$ cat src/rtl/seg_pkg.sv
// Shared definitions for the multiplexed 7-segment scan controller:
// active-low segment codes and the digit buffer entry layout.
package seg_pkg;

  localparam logic [6:0] SEG_OFF = 7'h7F;

  // Active-low {g,f,e,d,c,b,a} patterns for hex digits 0..F
  localparam logic [6:0] HEX_SEG [16] = '{
    7'h40, 7'h79, 7'h24, 7'h30, 7'h19, 7'h12, 7'h02, 7'h78,
    7'h00, 7'h10, 7'h08, 7'h03, 7'h46, 7'h21, 7'h06, 7'h0E
  };

  typedef struct packed {
    logic [3:0] value;
    logic       dp;
    logic       blank;
  } entry_t;

  localparam int ENTRY_W = $bits(entry_t);

endpackage

$ cat src/rtl/seg_hex_decoder.sv
// Combinational hex-to-7-segment decoder producing active-low {g..a} patterns.
module seg_hex_decoder
  import seg_pkg::*;
(
  input  logic [3:0] value,
  output logic [6:0] seg
);

  assign seg = HEX_SEG[value];

endmodule

$ cat src/rtl/seg_scan_ctrl.sv
// Time-multiplexed common-anode 7-segment scanner with digit buffer, PWM brightness,
// blink, blanking, decimal point, leading-zero suppression and per-slot dead time.
module seg_scan_ctrl
  import seg_pkg::*;
#(
  parameter int N_DIGITS     = 8,
  parameter int SUB_DIV      = 1250,
  parameter int PWM_BITS     = 3,
  parameter int BLINK_FRAMES = 64,
  localparam int AW          = $clog2(N_DIGITS)
) (
  input  logic                clk,
  input  logic                rst,
  input  logic                we,
  input  logic [AW-1:0]       waddr,
  input  logic [3:0]          wdata,
  input  logic                wdp,
  input  logic                wblank,
  input  logic [PWM_BITS-1:0] bright,
  input  logic [N_DIGITS-1:0] blink_en,
  input  logic                lz_en,
  output logic [N_DIGITS-1:0] an,
  output logic [6:0]          seg,
  output logic                dp,
  output logic                frame_tick
);

  localparam int PRE_W = $clog2(SUB_DIV);
  localparam int BLK_W = $clog2(BLINK_FRAMES + 1);
  localparam logic [PRE_W-1:0]    PRE_MAX = PRE_W'(SUB_DIV - 1);
  localparam logic [PWM_BITS-1:0] SUB_MAX = '1;
  localparam logic [AW-1:0]       DIG_MAX = AW'(N_DIGITS - 1);
  localparam logic [BLK_W-1:0]    BLK_MAX = BLK_W'(BLINK_FRAMES - 1);
  localparam logic [N_DIGITS-1:0] AN_ONE  = N_DIGITS'(1);

  entry_t                dbuf_reg [N_DIGITS];
  logic [PRE_W-1:0]      pre_reg;
  logic [PWM_BITS-1:0]   sub_reg;
  logic [PWM_BITS-1:0]   bright_q;
  logic [AW-1:0]         dig_reg;
  logic [BLK_W-1:0]      blink_cnt_reg;
  logic                  blink_phase_reg;
  logic                  wrap_reg;
  logic [N_DIGITS-1:0]   an_reg;
  logic [6:0]            seg_reg;
  logic                  dp_reg;
  logic                  frame_tick_reg;

  logic                  slot_start;
  logic                  pre_wrap;
  logic                  sub_wrap;
  logic                  frame_wrap;
  logic                  lit;
  logic [N_DIGITS-1:0]   zero_d;
  logic [N_DIGITS-1:0]   lz_sup;
  entry_t                cur;
  logic [6:0]            cur_seg;

  always_ff @(posedge clk) begin
    if (!rst) begin
      for (int i = 0; i < N_DIGITS; i++) begin
        dbuf_reg[i] <= entry_t'({ENTRY_W{1'b0}});
      end
    end else begin
      for (int i = 0; i < N_DIGITS; i++) begin
        if (we && (waddr == AW'(i))) begin
          dbuf_reg[i] <= '{value: wdata, dp: wdp, blank: wblank};
        end
      end
    end
  end

  assign slot_start = (pre_reg == '0) && (sub_reg == '0);
  assign pre_wrap   = (pre_reg == PRE_MAX);
  assign sub_wrap   = pre_wrap && (sub_reg == SUB_MAX);
  assign frame_wrap = sub_wrap && (dig_reg == DIG_MAX);

  always_ff @(posedge clk) begin
    if (!rst) begin
      pre_reg         <= '0;
      sub_reg         <= '0;
      dig_reg         <= '0;
      bright_q        <= '0;
      blink_cnt_reg   <= '0;
      blink_phase_reg <= 1'b0;
      wrap_reg        <= 1'b0;
    end else begin
      pre_reg <= pre_wrap ? '0 : pre_reg + 1'b1;
      if (pre_wrap) begin
        sub_reg <= sub_reg + 1'b1;
      end
      if (sub_wrap) begin
        dig_reg <= (dig_reg == DIG_MAX) ? '0 : dig_reg + 1'b1;
      end
      if (slot_start) begin
        bright_q <= bright;
      end
      if (frame_wrap) begin
        if (blink_cnt_reg == BLK_MAX) begin
          blink_cnt_reg   <= '0;
          blink_phase_reg <= ~blink_phase_reg;
        end else begin
          blink_cnt_reg <= blink_cnt_reg + 1'b1;
        end
      end
      wrap_reg <= frame_wrap;
    end
  end

  // A digit is a "leading zero" when it and every more-significant digit shows nothing.
  genvar gi;
  generate
    for (gi = 0; gi < N_DIGITS; gi++) begin : g_lz
      assign zero_d[gi] = dbuf_reg[gi].blank ||
                          ((dbuf_reg[gi].value == 4'h0) && !dbuf_reg[gi].dp);
      if (gi == 0) begin : g_first
        assign lz_sup[gi] = 1'b0;
      end else begin : g_rest
        assign lz_sup[gi] = lz_en && (&zero_d[N_DIGITS-1:gi]);
      end
    end
  endgenerate

  assign cur = dbuf_reg[dig_reg];

  seg_hex_decoder u_dec (
    .value (cur.value),
    .seg   (cur_seg)
  );

  assign lit = (sub_reg <= bright_q) && !slot_start && !cur.blank &&
               !(blink_en[dig_reg] && blink_phase_reg) && !lz_sup[dig_reg];

  always_ff @(posedge clk) begin
    if (!rst) begin
      an_reg         <= '1;
      seg_reg        <= SEG_OFF;
      dp_reg         <= 1'b1;
      frame_tick_reg <= 1'b0;
    end else begin
      frame_tick_reg <= wrap_reg;
      if (lit) begin
        an_reg  <= ~(AN_ONE << dig_reg);
        seg_reg <= cur_seg;
        dp_reg  <= ~cur.dp;
      end else begin
        an_reg  <= '1;
        seg_reg <= SEG_OFF;
        dp_reg  <= 1'b1;
      end
    end
  end

  assign an         = an_reg;
  assign seg        = seg_reg;
  assign dp         = dp_reg;
  assign frame_tick = frame_tick_reg;

endmodule

$ cat config.mk
export PLATFORM = sky130hd
export DESIGN_NAME = seg_scan_ctrl
export DESIGN_NICKNAME = d
export VERILOG_FILES = /design/src/rtl/seg_pkg.sv /design/src/rtl/seg_hex_decoder.sv /design/src/rtl/seg_scan_ctrl.sv
export SDC_FILE = /design/constraint.sdc
export NUM_CORES = 1
export LEC_CHECK = 0
export CORE_MARGIN = 1.5
export CORE_UTILIZATION = 25
export CTS_CLUSTER_DIAMETER = 120
export DETAILED_ROUTE_END_ITERATION = 10
export GPL_ROUTABILITY_DRIVEN = 1
export PLACE_DENSITY = 0.43
export SYNTH_ARGS = -nofsm -noshare
export SYNTH_HDL_FRONTEND = slang
export SYNTH_SLANG_ARGS = --single-unit
$ cat constraint.sdc
create_clock -name clk -period 2.6 [get_ports clk]
set_clock_uncertainty 0.1 [all_clocks]
set_input_delay 0.65 -clock clk [delete_from_list [all_inputs] [get_ports clk]]
set_output_delay 0.65 -clock clk [all_outputs]
set_load 0.01 [all_outputs]
## Word level (Yosys, flattened, before mapping)

Memory sizes are Yosys's and may differ from the RTL's. A register that Yosys moved wholly into a read port is not among the register bits.
Index checks and enable logic that the tools add are counted.

- Register bits: 39
- Bits in writable memories: 48
- Bits in read-only memories: 112
- Word-level logic and storage cells: 152
- Memories: 2

Memory list:

| memory | words | width | read ports | clocked after Yosys merged registers in | write ports | line | source |
|---|---|---|---|---|---|---|---|
| (name not given) | 16 | 7 | 1 | 1 | 0 | seg_hex_decoder.sv:9 | `assign seg = HEX_SEG[value];` |
| dbuf_reg | 8 | 6 | 8 | 1 | 8 | seg_scan_ctrl.sv:36 | `entry_t dbuf_reg [N_DIGITS];` |

- Add/sub/neg operators: 4
- Magnitude comparators: 2
- Eq/ne operators: 11
- Shifts and indexed selects: 1
- Mux-type cells: 41
- Bitwise logic cells: 13
- Reductions and logical operators: 68

Operators with widths:

| operator | number |
|---|---|
| 6-bit 2-to-1 mux | 8 |
| 1-bit logical AND | 30 |
| 4-bit logical NOT | 7 |
| 1-bit 2-to-1 mux | 27 |
| 3-bit == test, second input constant | 6 |
| 1-bit logical NOT | 12 |
| 11-bit by 1-bit adder with 11-bit output, second input constant | 1 |
| 11-bit == test, second input constant | 1 |
| 11-bit logical NOT | 1 |
| 3-bit 2-to-1 mux | 3 |
| 8-bit NOT | 1 |
| 1-bit OR | 8 |
| 1-bit by 3-bit << shifter with 8-bit output, first input constant | 1 |
| 7-bit by 1-bit adder with 7-bit output, second input constant | 1 |
| 7-bit by 6-bit == test with 1-bit output, second input constant | 1 |
| 1-bit logical OR | 7 |
| 7-bit 2-to-1 mux | 1 |
| 7-bit AND reduction | 1 |
| 3-bit by 1-bit adder with 3-bit output, second input constant | 2 |
| 1-bit binary-select mux with 3-bit select | 2 |
| 3-bit by 2-bit == test with 1-bit output, second input constant | 2 |
| 3-bit logical NOT | 2 |
| 2-bit AND reduction | 3 |
| 6-bit AND reduction | 1 |
| other kinds (9) | 11 |

## Logic depth before layout (Yosys ltp)

Gate-level depths: netlist (run 1).
An unclocked memory read counts as a cell.

- Depth in word-level cells: 12
- Depth in mapped cells: 8
- Mapped depth without buffers: 7

## By module

Synthesis (run 1) repeated with hierarchy kept, for this count alone.

- Cell total of the unflattened synthesis: 411
- Area, all modules: 4621.9 um^2

Modules (own cells, without submodules):

| module | instances | cells each | area each (um^2) | sequential area each (um^2) |
|---|---|---|---|---|
| seg_scan_ctrl | 1 | 378 | 4352.9 | 2422.3 |
| seg_hex_decoder | 1 | 33 | 269.0 | 0.0 |

## Least setup slack after synthesis (run 1)

OpenSTA, ideal clock, no wires.

- Kind: register to register
- Start: reg (tool-made name)
- End: reg seg_reg[6], in the netlist seg[6]
- Setup time: 124 ps
- Data arrival time: 2194 ps
- Data required time: 2376 ps
- Path slack: 182 ps
- Stages on the path, launching flop included: 9
- Cells stage by stage: dfxtp_1 clkbuf_1 mux4_2 mux2i_1 inv_1 ha_1 mux2i_1 o22a_1 nand3_1

RTL lines:

| element | line | source |
|---|---|---|
| end, declared | seg_scan_ctrl.sv:45 | `logic [6:0] seg_reg;` |

==> metrics.txt, run 1 <==
Gate power share=8.5%; Fillers=1834; WP data arrival=2.56 ns; die width=137.7 µm; Resize count post-CTS=0; Max H-tree Level=3; CP Capture Type=register; Switching Share=23.45%; routability cong.=0.7845; Top FF cell, synth=dfxtp_1; Fmax achieved=0.4157 GHz; sequential element share of the synthesized area=53.41%; initial DRC count=201; vias after detailed routing=3058; crit path launch type=register; Worst-path clk slew=0.07 ns; critical path fanouts, max=14; core area=0.01790 mm²; DRT Wirelength=10.31 mm; Slew headroom=67.00%; asr flop ratio synth=0%; Placed Cells=669; crit path max-delay cell type=dfxtp_1; Slew Limit Fails=0; crit-path leading delay family=multiplexers; IR Drop Worst-Case VDD=0.0003471 V; CP bufs+invs=2; initial antenna violation count=0; worst-path cell chain=buf_4 -> mux4_2 -> mux2i_1 -> buf_4 -> nor2b_1 -> nor2b_1 -> o311ai_1; CTS Buf Count=9; DRC=0; leakage=2.041 nW; Die Area=0.01896 mm²; DR pass1 iterations=4; grt ovf=0; Yosys cell types=52; clk buf depth=2; Synth Area per Inst=11.48 µm²; CP max stage delay=0.56 ns; number of max-cap violations=0; vias in the first global route=3172; Starting Density=25.34%; reg2reg setup slack=0.19 ns; Nets=497; Die Ht=137.7 µm; Worst-Margin Slew=0.4943 ns; P per Cell Area=597.1 mW/mm²; root buf cell=clkbuf_16; share of cells above drive strength 1=11.84%; DP Wirelength=7.661 mm; first-pass GRT wire length=17.04 mm; Setup Fix Bufs, Post-CTS=0; Final setup viols=0; vias per cell=4.464; Ant. Diodes=0; Finished Layout Cells=685; post-layout min period=2.405 ns; synthesized area=0.004536 mm²; Area growth syn-to-layout=23.59%; status=finished, final reports clean; latest clock arrival within the worst-skew pair=0.35 ns; TritonCTS clock tree=done; Final Hold Slack=0.3340 ns; Net Switching=0.7849 mW; CP required=2.76 ns; flip-flop count of the largest register after layout=48; FF+latch count, synth=97; Post-synth EDFFs=48; number of buffers inserted by port buffering=40; sequential share of power=51.5%; Hold Vio Cnt, Final=0; Commonest cells post-synth=60 x nor2_1, 49 x dfxtp_1, 48 x edfxtp_1; post-detailed-route count of antenna-violating nets=0; Synth top area share=31.78%; GRT Total Usage=12.23%; count of hold-fix buffers inserted at cts=0; Worst Hold Class=register to register; Tcrit/Tclk final=92.52%; Row Count=49; Avg WL per Cell=15.05 µm; syn_nets=441; category of the most critical setup path=register to register; unrepaired setup endpoints after global routing=no; I/O pin cnt=41; Mapped Cells=395; top-count cell post-synth=nor2_1; CTS Sinks=97; clock share of power=39.9%; yosys synthesis warning count=0; Internal Pwr Total=2.562 mW; top cells by area, synth=edfxtp_1 32%, dfxtp_1 22%, mux4_2 7.0%; largest net degree at the start of global routing=31; area leader, netlist=edfxtp_1
metal layers:
metal  part of all wire [%]  track usage [%]
met1                     48            16.13
met5                      0                0
met2                     46            19.22
met4                    1.9            5.208
met3                    3.8            2.796
power by group through the flow:
stage	Clock [mW]	Sequential (mW)	Combinational [mW]
after floorplan	0	1.74	0.166
after global placement	0	1.76	0.290
after detailed placement	0	1.76	0.290
after CTS	1.37	1.73	0.291
after global routing	1.44	1.73	0.319
final	1.34	1.72	0.286
area by class of cell:
cell class	count	area, µm²	area share (%)
Sequential cell	97	2422	43.21
Multi-Input combinational cell	263	1958	34.93
Clock buffer	9	225.2	4.018
Timing Repair Buffer	61	570.5	10.18
Tap cell	229	286.5	5.112
Inverter	19	71.32	1.272
Clock inverter	7	71.32	1.272
cells in the final DEF, fill, tap and decap left out, drive strengths merged, types with 7 or more instances in the layout:
master	instances
xor2	7
nor2b	12
nor2	60
or4	7
ha	22
mux2i	13
dfxtp	49
xnor2	9
edfxtp	48
nand4	11
buf	21
clkbuf	9
clkdlybuf4s50	40
mux4	14
nand3	17
and2	8
nand2	30
inv	19
tightest hold or removal path, stage by stage, from the launching register on:
cell and delay [ns]:
dfxtp_1 0.30, nand2_1 0.05, a41oi_1 0.04
per-stage QoR:
| step | worst slack, ns | total power [mW] | utilization, % | instance area (µm²) | setup TNS, ns |
|---|---|---|---|---|---|
| 2_1_floorplan | 0.1821 | 1.906 | - | 4536 | 0 |
| 3_3_place_gp | 0.008702 | 2.050 | 29.65 | 5309 | 0 |
| 3_5_place_dp | -0.01809 | 2.049 | 29.65 | 5309 | -0.06558 |
| 4_1_cts | 0.1820 | 3.391 | 31.31 | 5605 | 0 |
| 5_1_grt | 0.0009392 | 3.490 | 31.31 | 5605 | 0 |
| 6_report | 0.1946 | 3.347 | 31.31 | 5605 | 0 |
kinds of logic (layout without fill, tap and decap cells):
logic type | count (synthesis) | in the layout | share of synthesized area (%)
XOR/XNOR | 16 | 16 | 3.090
adder cells (fa/ha/maj) | 22 | 22 | 6.069
AND/OR/NAND/NOR | 169 | 169 | 18.57
buffers and inverters | 35 | 96 | 3.421
flip-flops | 97 | 97 | 53.41
AO/OA/AOI/OAI | 27 | 27 | 5.049
multiplexers | 29 | 29 | 10.40
path summary, 6_finish.rpt:
check	from	to	depth (start not counted)
worst max-delay path	register	seg[0]$_SDFF_PN1_	7
worst max register to register	register	seg[0]$_SDFF_PN1_	7
worst min register to register	blink_cnt_reg[6]$_SDFFE_PN0P_	blink_cnt_reg[6]$_SDFFE_PN0P_	2
worst min-delay path	blink_cnt_reg[6]$_SDFFE_PN0P_	blink_cnt_reg[6]$_SDFFE_PN0P_	2
No activity file was read; power rests on OpenSTA's default activity.
==> inputs of run 2 (changes only) <==
CTS_BUF_LIST = sky130_fd_sc_hd__clkbuf_8   (was default)
==> metrics.txt, run 2 (same netlist as run 1, synthesis figures left out) <==
post-layout min period=2.270 ns; category of the most critical setup path=register to register; Worst Hold Class=register to register; crit-path leading delay family=simple AND/OR/NAND/NOR gates; Setup Fix Bufs, Post-CTS=0; flip-flop count of the largest register after layout=48; CP Capture Type=register; root buf cell=clkbuf_8; Final Hold Slack=0.3374 ns; Slew headroom=67.16%; cell repeated most along the worst path=or4_1; first-pass GRT wire length=17.04 mm; worst r2r src=dbuf_reg[6][3]$_DFFE_PP_; Worst-path clk slew=0.09 ns; WHS Path Cells=2; I/O pin cnt=41; Power Total=2.993 mW; Nets=497; Tcrit/Tclk final=87.30%; latest clock arrival within the worst-skew pair=0.38 ns; status=finished, final reports clean; Starting Density=25.34%; core area=0.01790 mm²; Slew Limit Fails=0; Avg WL per Cell=15.05 µm; vias in the first global route=3200; Row Count=49; number of max-cap violations=0; IR Drop Worst-Case VDD=0.0002374 V; DRC=0; WP data arrival=2.46 ns; Die Ht=137.7 µm; DR pass1 iterations=4; Max H-tree Level=3; CTS Sinks=97; Fmax achieved=0.4406 GHz; number of buffers inserted by port buffering=40; worst r2r dst=seg[0]$_SDFF_PN1_; CP max stage delay=0.58 ns; Hold Vio Cnt, Final=0; leakage=1.995 nW; CTS Buf Count=9; Worst-Margin Slew=0.4920 ns; GRT Total Usage=12.22%; Hold EP=blink_cnt_reg[6]$_SDFFE_PN0P_; Die Area=0.01896 mm²; most frequent cells in the layout=60 x nor2_1, 48 x dfxtp_1, 48 x edfxtp_1; unrepaired setup endpoints after global routing=no; worst-case reg-to-reg path depth=6; TritonCTS clock tree=done; post-detailed-route count of antenna-violating nets=0; initial antenna violation count=0; CP bufs+invs=1; hold path startpoint=blink_cnt_reg[6]$_SDFFE_PN0P_; vias per cell=4.445; grt ovf=0; initial DRC count=204; DP Wirelength=7.661 mm; cell depth of the worst setup path=6; reg2reg setup slack=0.33 ns; die width=137.7 µm; DRT Wirelength=10.31 mm; crit path launch type=register; P per Cell Area=543.6 mW/mm²; crit path max-delay cell type=or4_1; largest net degree at the start of global routing=31; critical path fanouts, max=16; CP required=2.79 ns; Area growth syn-to-layout=21.38%; Ant. Diodes=0; Final setup viols=0; worst-path cell chain=or4_1 -> o21bai_1 -> a32oi_1 -> or4_1 -> buf_4 -> o311ai_1; clk buf depth=2; commonest non-fill, non-tap cell in the layout=nor2_1; vias after detailed routing=3045; count of hold-fix buffers inserted at cts=0; share of cells above drive strength 1=12.06%; routability cong.=0.7845; Resize count post-CTS=0
-- run 2: cell counts in the layout (fill, tap and decap cells not counted) --
Identical to the previous run, type by type.
-- run 2: report_power, final --
part,internal (mW),switching [mW],total (mW)
Combinational,0.140,0.146,0.286
Clock,0.440,0.544,0.984
Sequential,1.68,0.0443,1.72
Total,2.26,0.734,2.99
-- run 2: cell type report --
class | count | area (µm²)
flip-flops and latches | 97 | 2424
repair buffers | 61 | 570.5
clock buffers | 9 | 123.9
inverters | 19 | 71.32
fillers | 1844 | 12400
clock inverters | 7 | 71.32
well taps | 229 | 286.5
multi-input cells | 263 | 1958
-- run 2: worst max-delay path by stage --
stage	end	slack (ns)	startpoint
2_1_floorplan	seg[6]$_SDFF_PN1_	0.18	register
3_3_place_gp	an[2]$_SDFF_PN1_	0.009	blink_en[3]
3_5_place_dp	an[2]$_SDFF_PN1_	-0.02	blink_en[3]
4_1_cts	seg[0]$_SDFF_PN1_	0.18	register
5_1_grt	seg[6]$_SDFF_PN1_	0.15	register
6_report	seg[0]$_SDFF_PN1_	0.33	dbuf_reg[6][3]$_DFFE_PP_
-- run 2: per-stage QoR --
stage               instances  setup slack (ns)  utilization (%)  area [µm²]  setup TNS (ns)
finish                    685            0.3302            30.75        5505               0
global route              685            0.1491            30.75        5505               0
CTS                       685            0.1793            30.75        5504               0
detailed placement        669          -0.01809            29.65        5309        -0.06558
global placement          669          0.008702            29.65        5309               0
floorplan                 395            0.1821                -        4536               0
-- run 2: per-layer routing --
| layer | track usage, % | wire length (µm) | vias up |
|---|---|---|---|
| li1 | - | - | 1527 |
| met5 | 0 | 0 | - |
| met2 | 19.31 | 4855 | 45 |
| met3 | 2.465 | 363 | 13 |
| met4 | 5.671 | 202 | 0 |
| met1 | 16.07 | 4888 | 1460 |
-- run 2: worst register-to-register path, stage by stage, from the launching register on --
cell	delay, ns
edfxtp_1	0.41
or4_1	0.58
o21bai_1	0.22
a32oi_1	0.07
or4_1	0.49
buf_4	0.21
o311ai_1	0.10
==> inputs of run 3 (changes only) <==
CORE_UTILIZATION = 55   (was 25)
PLACE_DENSITY = 0.79   (was 0.43)
==> metrics.txt, run 3 (same netlist as run 1, synthesis figures left out) <==
Finished Cell Area=0.005326 mm²; Multi-input gate area=0.001962 mm²; WP data arrival=2.53 ns; crit path max-delay cell type=mux4_2; Nets=491; Tcrit/Tclk final=91.51%; latest clock arrival within the worst-skew pair=0.37 ns; Die Ht=93.81 µm; Power Total=3.077 mW; DRT Wirelength=8.990 mm; clk buf depth=2; CTS Sinks=97; Avg WL per Cell=16.29 µm; IR Drop Worst-Case VDD=0.0004132 V; vias in the first global route=3002; TritonCTS clock tree=done; Hold Vio Cnt, Final=0; leakage=1.983 nW; CP bufs+invs=3; most frequent cells in the layout=60 x nor2_1, 49 x dfxtp_1, 48 x edfxtp_1; Worst-path clk slew=0.10 ns; largest net degree at the start of global routing=31; Fmax achieved=0.4203 GHz; routability cong.=0.8486; Die Area=0.008800 mm²; crit-path leading delay family=multiplexers; Starting Density=57.80%; Post-DP Area=0.005105 mm²; number of max-cap violations=0; worst r2r dst=seg[5]$_SDFF_PN1_; initial antenna violation count=0; Finished Layout Cells=552; Fillers=594; DP Wirelength=6.444 mm; number of buffers inserted by port buffering=40; post-detailed-route count of antenna-violating nets=0; I/O pin cnt=41; initial DRC count=197; Placed Cells=536; DRC=0; crit path launch type=register; share of cells above drive strength 1=11.11%; core area=0.007848 mm²; Slew headroom=66.00%; GRT Total Usage=22.24%; Area growth syn-to-layout=17.43%; critical path fanouts, max=11; unrepaired setup endpoints after global routing=no; Worst Hold Class=register to register; CP max stage delay=0.55 ns; first-pass GRT wire length=14.61 mm; category of the most critical setup path=register to register; die width=93.81 µm; worst-path cell chain=buf_4 -> mux4_2 -> mux2i_1 -> buf_4 -> inv_1 -> ha_1 -> mux2i_1 -> o22a_1 -> nand3_1; reg2reg setup slack=0.22 ns; root buf cell=clkbuf_8; vias per cell=5.620; Slew Limit Fails=0; vias after detailed routing=3102; worst-case reg-to-reg path depth=9; CTS Buf Count=9; Setup Fix Bufs, Post-CTS=0; Final setup viols=0; Worst-Margin Slew=0.5093 ns; crit path to=seg[5]$_SDFF_PN1_; CP Capture Type=register; setup TNS=0 ns; grt ovf=0; flip-flop count of the largest register after layout=48; Final Hold Slack=0.3398 ns; P per Cell Area=577.7 mW/mm²; status=finished, final reports clean; post-layout min period=2.379 ns; cell depth of the worst setup path=9; DR pass1 iterations=4; Max H-tree Level=3; commonest non-fill, non-tap cell in the layout=nor2_1; Ant. Diodes=0; Row Count=32; CP required=2.75 ns; Reg area=0.002422 mm²
==> run 3: how the worst min path moves through the flow <==
stage	depth (start not counted)	startpoint	end
after floorplan	2	blink_cnt_reg[6]$_SDFFE_PN0P_	blink_cnt_reg[6]$_SDFFE_PN0P_
after global placement	1	wrap_reg$_SDFF_PN0_	frame_tick$_SDFF_PN0_
after detailed placement	1	wrap_reg$_SDFF_PN0_	frame_tick$_SDFF_PN0_
after CTS	2	blink_cnt_reg[6]$_SDFFE_PN0P_	blink_cnt_reg[6]$_SDFFE_PN0P_
after global routing	2	blink_cnt_reg[6]$_SDFFE_PN0P_	blink_cnt_reg[6]$_SDFFE_PN0P_
final	2	blink_cnt_reg[6]$_SDFFE_PN0P_	blink_cnt_reg[6]$_SDFFE_PN0P_
==> run 3: what timing repair did <==
action	in CTS	in global routing
resized for setup	0	1
hold buffers	0	0
endpoints found under the setup margin	0	1
==> run 3: report_power, final <==
part | total [mW] | internal [mW] | switching, mW
Sequential | 1.72 | 1.68 | 0.0425
Clock | 1.07 | 0.540 | 0.534
Combinational | 0.282 | 0.140 | 0.142
Total | 3.08 | 2.36 | 0.719
==> run 3: metrics by stage <==
| stage | util (%) | setup WS (ns) |
|---|---|---|
| final | 67.87 | 0.2207 |
| after CTS | 67.83 | 0.1899 |
| after floorplan | - | 0.1821 |
| after global routing | 67.87 | 0.08743 |
| after global placement | 65.05 | 0.01500 |
| after detailed placement | 65.05 | -0.02362 |
==> run 3: worst reg2reg max path, delay by kind of cell, from the launching register on <==
family	cells	cell delay (ns)
muxes	3	0.85
AOI/OAI and AO/OA	1	0.16
adders and majority gates	1	0.26
buffers and inverters	3	0.50
DFF	1	0.32
and+or+nand+nor	1	0.08
==> run 3: layout make-up <==
cell class	instances	share of cell area [%]
clock buffer	9	2.326
clock inverter	7	1.762
inverter	19	1.339
multi-input combinational	263	36.83
sequential	97	45.48
tap	102	2.396
timing repair buffer	55	9.866
==> run 3: routing by layer <==
layer  GRT usage, %  vias up  routed length (µm)
met3          4.935       14                 554
met4          7.338        0                 144
li1               -     1520                   -
met1          28.17     1470                3929
met2          37.80       98                4362
met5              0        -                   0
